`src/rtl/vga_frame_decoder.sv`:
```
// rtl/vga_frame_decoder.sv - VGA sync/colour receiver: measures line/frame geometry, locks, recovers pixel coordinates
// and counts lit pixels per frame.
module vga_frame_decoder #(
  parameter int H_ACTIVE = 640,
  parameter int V_ACTIVE = 480,
  parameter int H_START  = 32,
  parameter int V_START  = 11
) (
  input  logic        clk,
  input  logic        reset,
  input  logic        pix_en,
  input  logic        vga_h_sync,
  input  logic        vga_v_sync,
  input  logic        vga_R,
  input  logic        vga_G,
  input  logic        vga_B,
  output logic        pix_valid,
  output logic [9:0]  pix_x,
  output logic [8:0]  pix_y,
  output logic [2:0]  pix_rgb,
  output logic [10:0] line_len,
  output logic [9:0]  frame_lines,
  output logic        locked,
  output logic        frame_done,
  output logic [18:0] lit_count
);

  localparam logic [10:0] H_LO = 11'(H_START);
  localparam logic [10:0] H_HI = 11'(H_START + H_ACTIVE);
  localparam logic [9:0]  V_LO = 10'(V_START);
  localparam logic [9:0]  V_HI = 10'(V_START + V_ACTIVE);

  typedef enum logic [1:0] {UNLOCKED, ACQUIRE, LOCKED} lockState_t;

  lockState_t  state, stateNext;
  logic        hsPrev, vsPrev, vpend;
  logic [10:0] hcnt, refLine;
  logic [9:0]  vcnt, refLines;
  logic [18:0] litAcc;

  logic        hse, vse, fb, active, lit, satHit, match, loadRef;
  logic [10:0] lineMeas;
  logic [9:0]  linesMeas;

  always_comb begin
    hse       = pix_en && !hsPrev && vga_h_sync;
    vse       = pix_en && !vsPrev && vga_v_sync;
    // A v-sync edge landing on the same strobe as the h-sync edge closes the frame immediately.
    fb        = hse && (vpend || vse);
    lineMeas  = hcnt + 11'd1;
    linesMeas = vcnt + 10'd1;
    active    = (hcnt >= H_LO) && (hcnt < H_HI) && (vcnt >= V_LO) && (vcnt < V_HI);
    lit       = active && (vga_R || vga_G || vga_B);
    satHit    = pix_en && !hse && (hcnt >= 11'd2046);
    match     = (lineMeas == refLine) && (linesMeas == refLines);
  end

  always_comb begin
    stateNext = state;
    loadRef   = 1'b0;
    if (hse) begin
      if (state == LOCKED && lineMeas != refLine) stateNext = UNLOCKED;
      if (fb) begin
        case (state)
          UNLOCKED: begin
            stateNext = ACQUIRE;
            loadRef   = 1'b1;
          end
          ACQUIRE: begin
            if (match) stateNext = LOCKED;
            else loadRef = 1'b1;
          end
          LOCKED: begin
            if (!match) stateNext = UNLOCKED;
          end
          default: stateNext = UNLOCKED;
        endcase
      end
    end
    // A line that never ends means the timing source is gone.
    if (satHit) stateNext = UNLOCKED;
  end

  always_ff @(posedge clk or posedge reset) begin
    if (reset) begin
      state       <= UNLOCKED;
      hsPrev      <= 1'b1;
      vsPrev      <= 1'b1;
      vpend       <= 1'b0;
      hcnt        <= '0;
      vcnt        <= '0;
      refLine     <= '0;
      refLines    <= '0;
      litAcc      <= '0;
      pix_valid   <= 1'b0;
      pix_x       <= '0;
      pix_y       <= '0;
      pix_rgb     <= '0;
      line_len    <= '0;
      frame_lines <= '0;
      frame_done  <= 1'b0;
      lit_count   <= '0;
    end else begin
      state      <= stateNext;
      pix_valid  <= pix_en && active && (state == LOCKED);
      frame_done <= fb && (stateNext == LOCKED);
      if (loadRef) begin
        refLine  <= lineMeas;
        refLines <= linesMeas;
      end
      if (pix_en) begin
        hsPrev  <= vga_h_sync;
        vsPrev  <= vga_v_sync;
        pix_x   <= 10'(hcnt - H_LO);
        pix_y   <= 9'(vcnt - V_LO);
        pix_rgb <= {vga_R, vga_G, vga_B};
        if (hse) begin
          line_len <= lineMeas;
          hcnt     <= '0;
        end else if (hcnt != 11'h7FF) begin
          hcnt <= hcnt + 11'd1;
        end
        if (fb) begin
          frame_lines <= linesMeas;
          vcnt        <= '0;
          vpend       <= 1'b0;
          lit_count   <= litAcc;
          litAcc      <= '0;
        end else begin
          if (hse && vcnt != 10'h3FF) vcnt <= vcnt + 10'd1;
          if (vse) vpend <= 1'b1;
          if (lit) litAcc <= litAcc + 19'd1;
        end
      end
    end
  end

  assign locked = (state == LOCKED);

endmodule

```
`config.mk`:
```
export PLATFORM = sky130hd
export DESIGN_NAME = vga_frame_decoder
export DESIGN_NICKNAME = d
export VERILOG_FILES = /design/src/rtl/vga_frame_decoder.sv
export SDC_FILE = /design/constraint.sdc
export NUM_CORES = 1
export LEC_CHECK = 0
export CORE_MARGIN = 5
export CORE_UTILIZATION = 36
export CTS_BUF_LIST = sky130_fd_sc_hd__clkbuf_16
export CTS_CLUSTER_DIAMETER = 30
export DETAILED_ROUTE_END_ITERATION = 8
export PLACE_DENSITY_LB_ADDON = 0.25
export SLEW_MARGIN = 20
export SYNTH_ARGS = -nofsm -noshare
export SYNTH_HDL_FRONTEND = slang
export SYNTH_SLANG_ARGS = --single-unit
```
`constraint.sdc`:
```
create_clock -name clk -period 12.6 [get_ports clk]
set_clock_uncertainty 0.05 [all_clocks]
set_input_delay 2.52 -clock clk [delete_from_list [all_inputs] [get_ports clk]]
set_output_delay 2.52 -clock clk [all_outputs]
set_load 0.01 [all_outputs]
```
# Word level (Yosys, flattened, before mapping)
# Cells that the tools add are included.
[totals]
regBits = 130
in_bits = 8
word_cells = 88
output_inout_bits = 65
[classes]
addsub = 5
reduce_logical = 34
eq_ne = 8
order_cmp = 5
muxes = 19
[op_table]
columns = ["cell", "n"]
rows = [
  ["$mux 19", 2],
  ["$mux 11", 2],
  ["$mux 10", 2],
  ["$add 19x1->19 const B", 1],
  ["$logic_and 1x1->1", 17],
  ["$mux 2", 6],
  ["$reduce_and 2->1", 6],
  ["$add 11x1->11 const B", 1],
  ["$eq 11x11->1", 1],
  ["$ge 11x11->1 const B", 1],
  ["$ge 11x6->1 const B", 1],
  ["$lt 11x10->1 const B", 1],
  ["$ne 11x11->1", 1],
  ["$ne 11x11->1 const B", 1],
  ["$add 10x1->10 const B", 1],
  ["$eq 10x10->1", 1],
  ["$ge 10x4->1 const B", 1],
  ["$lt 10x9->1 const B", 1],
  ["$ne 10x10->1 const B", 1],
  ["$sub 10x6->10 const B", 1],
  ["$sub 9x4->9 const B", 1],
  ["$reduce_bool 2->1", 4],
  ["$pmux 2 s3", 1],
  ["$mux 1", 5],
  ["other kinds (6)", 11],
]

# Depth between registers and ports, before layout
[depth]
ltp_word = 11
mapped_depth = 12
depth_no_buf = 10

# Worst setup path before layout
# Ideal clock, no wire load.
[synth_timing]
path_kind = "input-to-reg"
start = "input pix_en"
end = "register litAcc[0]"
required_ns = 12.418
setup_slack_ns = 8.518
arrival_ns = 3.900
path_buffers = 3
setup_ns = 0.132
cell_stages = 6
path_cell_list = "clkbuf_1 nand3b_1 nor2_1 clkbuf_1 clkbuf_1 nor2_1"
[synth_between]
elab_chain_len = 6
[synth_rtl]
columns = ["element", "line", "source"]
rows = [
  ["start: declaration", "11", "input logic pix_en,"],
  ["$logic_and 1x1->1 (2 in a row)", "47", "vse = pix_en && !vsPrev && vga_v_sync;"],
  ["$logic_or 1x1->1", "49", "fb = hse && (vpend || vse);"],
  ["$logic_and 1x1->1", "49", ""],
  ["$reduce_bool 2->1 (no line)", "-", ""],
  ["$reduce_and 2->1 (no line)", "-", ""],
  ["end signal: assignment", "132", "if (lit) litAcc <= litAcc + 19'd1;"],
  ["end: declaration", "39", "logic [18:0] litAcc;"],
]
# Several ways; a longest one is shown, not always the timed one.
# A chain may end at the register's enable or synchronous reset.

# Worst setup path in the final report
[layout_timing]
start = "input pix_en"
end = "register lit_count[1]"
[layout_between]
elab_chain_len = 5
[layout_rtl]
columns = ["element", "line", "source"]
rows = [
  ["$logic_and 1x1->1 (2 in a row)", "47", ""],
  ["$logic_or 1x1->1", "49", ""],
  ["$logic_and 1x1->1", "49", ""],
  ["$reduce_and 2->1 (no line) (*)", "-", ""],
  ["end signal: assignment", "127", "lit_count <= litAcc;"],
  ["end: declaration", "25", "output logic [18:0] lit_count"],
]
# Mark *: on every way between the ends. The rest lies on a longest branch, timed or not.

==> reports/results.txt <==
Vias per cell = 5.04
Final hold viol count = 0
Total CTS buffers = 17
Count of cell types in the netlist = 59
Sw frac = 29.8%
DRT Wirelength = 14.6 mm
Arrival time at the worst endpoint = 5510 ps
Die W = 143 um
Worst vdd ir = 0.0984 mV
Cell Pwr Density = 179 nW/um^2
CP Cell Sequence = clkdlybuf4s50_1, buf_4, nand3b_1, nor2_2, buf_4, nand2_1, nand2_1
Synthesized area = 6330 sq um
Layout area overhead = 22.5%
Core Util, Final = 44.8%
Clk sinks = 130
Slew margin rel. = 30.7%
Final setup violation count = 0
LEAKAGE = 3.29 nW
Synth async-reset ratio = 100%
Syn nets = 673
HP Class = reg2reg
WP buf/inv = 3
Outcome = finished clean
Crit-path slowest cell = nor2_2
Placement Cell Area = 7200 sq um
TritonCTS clock tree = yes
Antenna diode count = 0
Fmax achieved = 192 MHz
Crit-path max FO = 43
Hold buffer count at CTS = 0
EDFF count, synth = 0
Tmin final = 5210 ps
DIE AREA = 20300 sq um
Vias in the first global route = 4870
DR pass1 iterations = 4
Synth Warn # = 0
Max Cap Viol = 0
I/O pins = 73
Nets = 730
Number of remaining DRC errors = 0
GPL Wtd Cong = 0.819
GRT Total Usage = 15.1%
Largest net degree at the start of global routing = 81
Antenna Nets Post-Route = 0
Family with the most delay on the worst path = simple AND/OR/NAND/NOR gates
Die Y = 143 um
Via count = 4808
Number of antenna violations at the first check in global routing = 1
Req. time, crit path = 12900 ps
Mapped Cells = 659
Post-CTS setup buffers = 0
Layout cells sized above 1 = 9.19%
Root Driver = clkbuf_16
HPWL after detailed placement = 10.1 mm
Yosys reg bits = 130
Share of the synthesized area in the top cell type = 50.6%
Initial core utilization = 36.6%
Slew Limit Fails = 0
Fillers = 1659
Part of the Yosys area used for sequential elements = 51.4%
Initial DRC count = 261
Reg clk slew, reported paths = 50 ps
Rows = 48
R2r setup slk = 9000 ps
Synth Flop Type = dfrtp_1
Congestion Overflow GR = 0
Most frequent cells in the layout = 128 x dfrtp_1, 118 x nand2_1, 72 x clkdlybuf4s50_1
Crit. End Element = flop
Clock Power Share = 33.1%
TNS Setup = 0 ps
Logic pwr share = 24.9%
Routed len/inst = 15.3 um
Pint = 0.972 mW
Slew @ Worst Pin = 1030 ps
PostCTS Resize Cnt = 0
Crit-path max cell delay = 870 ps
Commonest non-fill, non-tap cell in the layout = dfrtp_1
H-tree depth = 4
Core area = 17300 sq um
RSZ-0062 raised after global routing = false
Startpoint type of the worst setup path = primary input
Post-synth top area cell = dfrtp_1
Syn Area/Cell = 9.60 sq um
Synth top area cells = dfrtp_1 51%, nand2_1 7.0%, xnor2_1 5.4%, nor2_1 4.0%, xor2_1 3.7%
Crit share post-route = 41.4%
Register Area = 3260 sq um
First-pass GRT wire length = 24.7 mm
Tot Pwr = 1.39 mW
Skew-Pair Late Insertion Delay = 410 ps
Final instance area = 7750 sq um
Critical path type = in2reg
Final hold slack = 424 ps
NetSw = 0.413 mW
Port Buf Inserts = 72
Max Root-Sink Buffers = 2
Sequential share of power = 42.0%
Multi-input logic area = 2830 sq um
[kinds of logic after synthesis]
logic type,Yosys count,synth area share (%)
XOR/XNOR,69,10.2
buffers and inverters,57,3.93
flip-flops,130,51.4
AND/OR/NAND/NOR,271,19.8
multiplexers,19,3.34
AO/OA/AOI/OAI,107,10.0
adder cells (fa/ha/maj),6,1.19
[cell type report]
class,instances,area share (%)
flip-flops and latches,130,42.0
multi-input cells,472,36.5
repair buffers,78,9.93
clock buffers,17,5.49
well taps,225,3.63
clock inverters,15,1.63
inverters,17,0.856
[power groups by stage]
stage	Clock (mW)	Combinational (mW)	Sequential [mW]
detailed placement	0	0.349	0.587
CTS	0.472	0.350	0.582
finish	0.459	0.345	0.581
global route	0.493	0.380	0.594
floorplan	0	0.232	0.572
global placement	0	0.340	0.585
[synth_stat cells (4+ instances only)]
library cell / instances
a21oi_1: 40
a31oi_1: 4
and2_1: 5
buf_2: 7
clkbuf_1: 26
dfrtp_1: 128
ha_1: 6
inv_1: 17
mux2_2: 17
nand2_1: 118
nand3_1: 20
nand4_1: 8
nor2_1: 68
nor3_1: 11
nor4_1: 6
o21ai_0: 39
o31ai_1: 5
or3_1: 7
xnor2_1: 39
xor2_1: 27
[per-stage QoR]
stage | std cells | worst slack (ps)
floorplan | 659 | 6560
global placement | 922 | 6990
detailed placement | 922 | 6930
CTS | 954 | 7350
global route | 954 | 7070
finish | 954 | 7390
[state kept, by name (all words and copies together) (netlist names)]
signal and flops:
frame_done 1, vsPrev 1, pix_valid 1, refLines 10
line_len 11, vpend 1, pix_rgb 3, refLine 11
frame_lines 10, hcnt 11, state 2, litAcc 19
hsPrev 1, pix_x 10, vcnt 10, pix_y 9
lit_count 19
[worst min-delay path, stage by stage (launching register included)]
cell     delay, ps
dfrtp_1        340
nand2_1         40
o21ai_0         60
[routing by layer]
layer	up-vias	share of wire (%)	global-route usage [%]
met5	-	0.048	0
met4	2	1.4	5.50
met3	21	4.0	3.90
met2	95	47	23.3
met1	2343	48	20.6
li1	2347	-	-
[final timing paths]
kind	cells past startpoint	to	from
setup / recovery	7	lit_count[1]$_DFFE_PP0P_	pix_en
hold / removal	2	line_len[10]$_DFFE_PP0P_	line_len[10]$_DFFE_PP0P_
setup reg to reg	8	refLine[2]$_DFFE_PP0P_	hcnt[0]$_DFFE_PP0P_
hold reg to reg	2	line_len[10]$_DFFE_PP0P_	line_len[10]$_DFFE_PP0P_
max in group asynchronous	3	vcnt[6]$_DFFE_PP0P_	reset
min in group asynchronous	2	lit_count[5]$_DFFE_PP0P_	reset
Power figures use the tool's default switching activity.
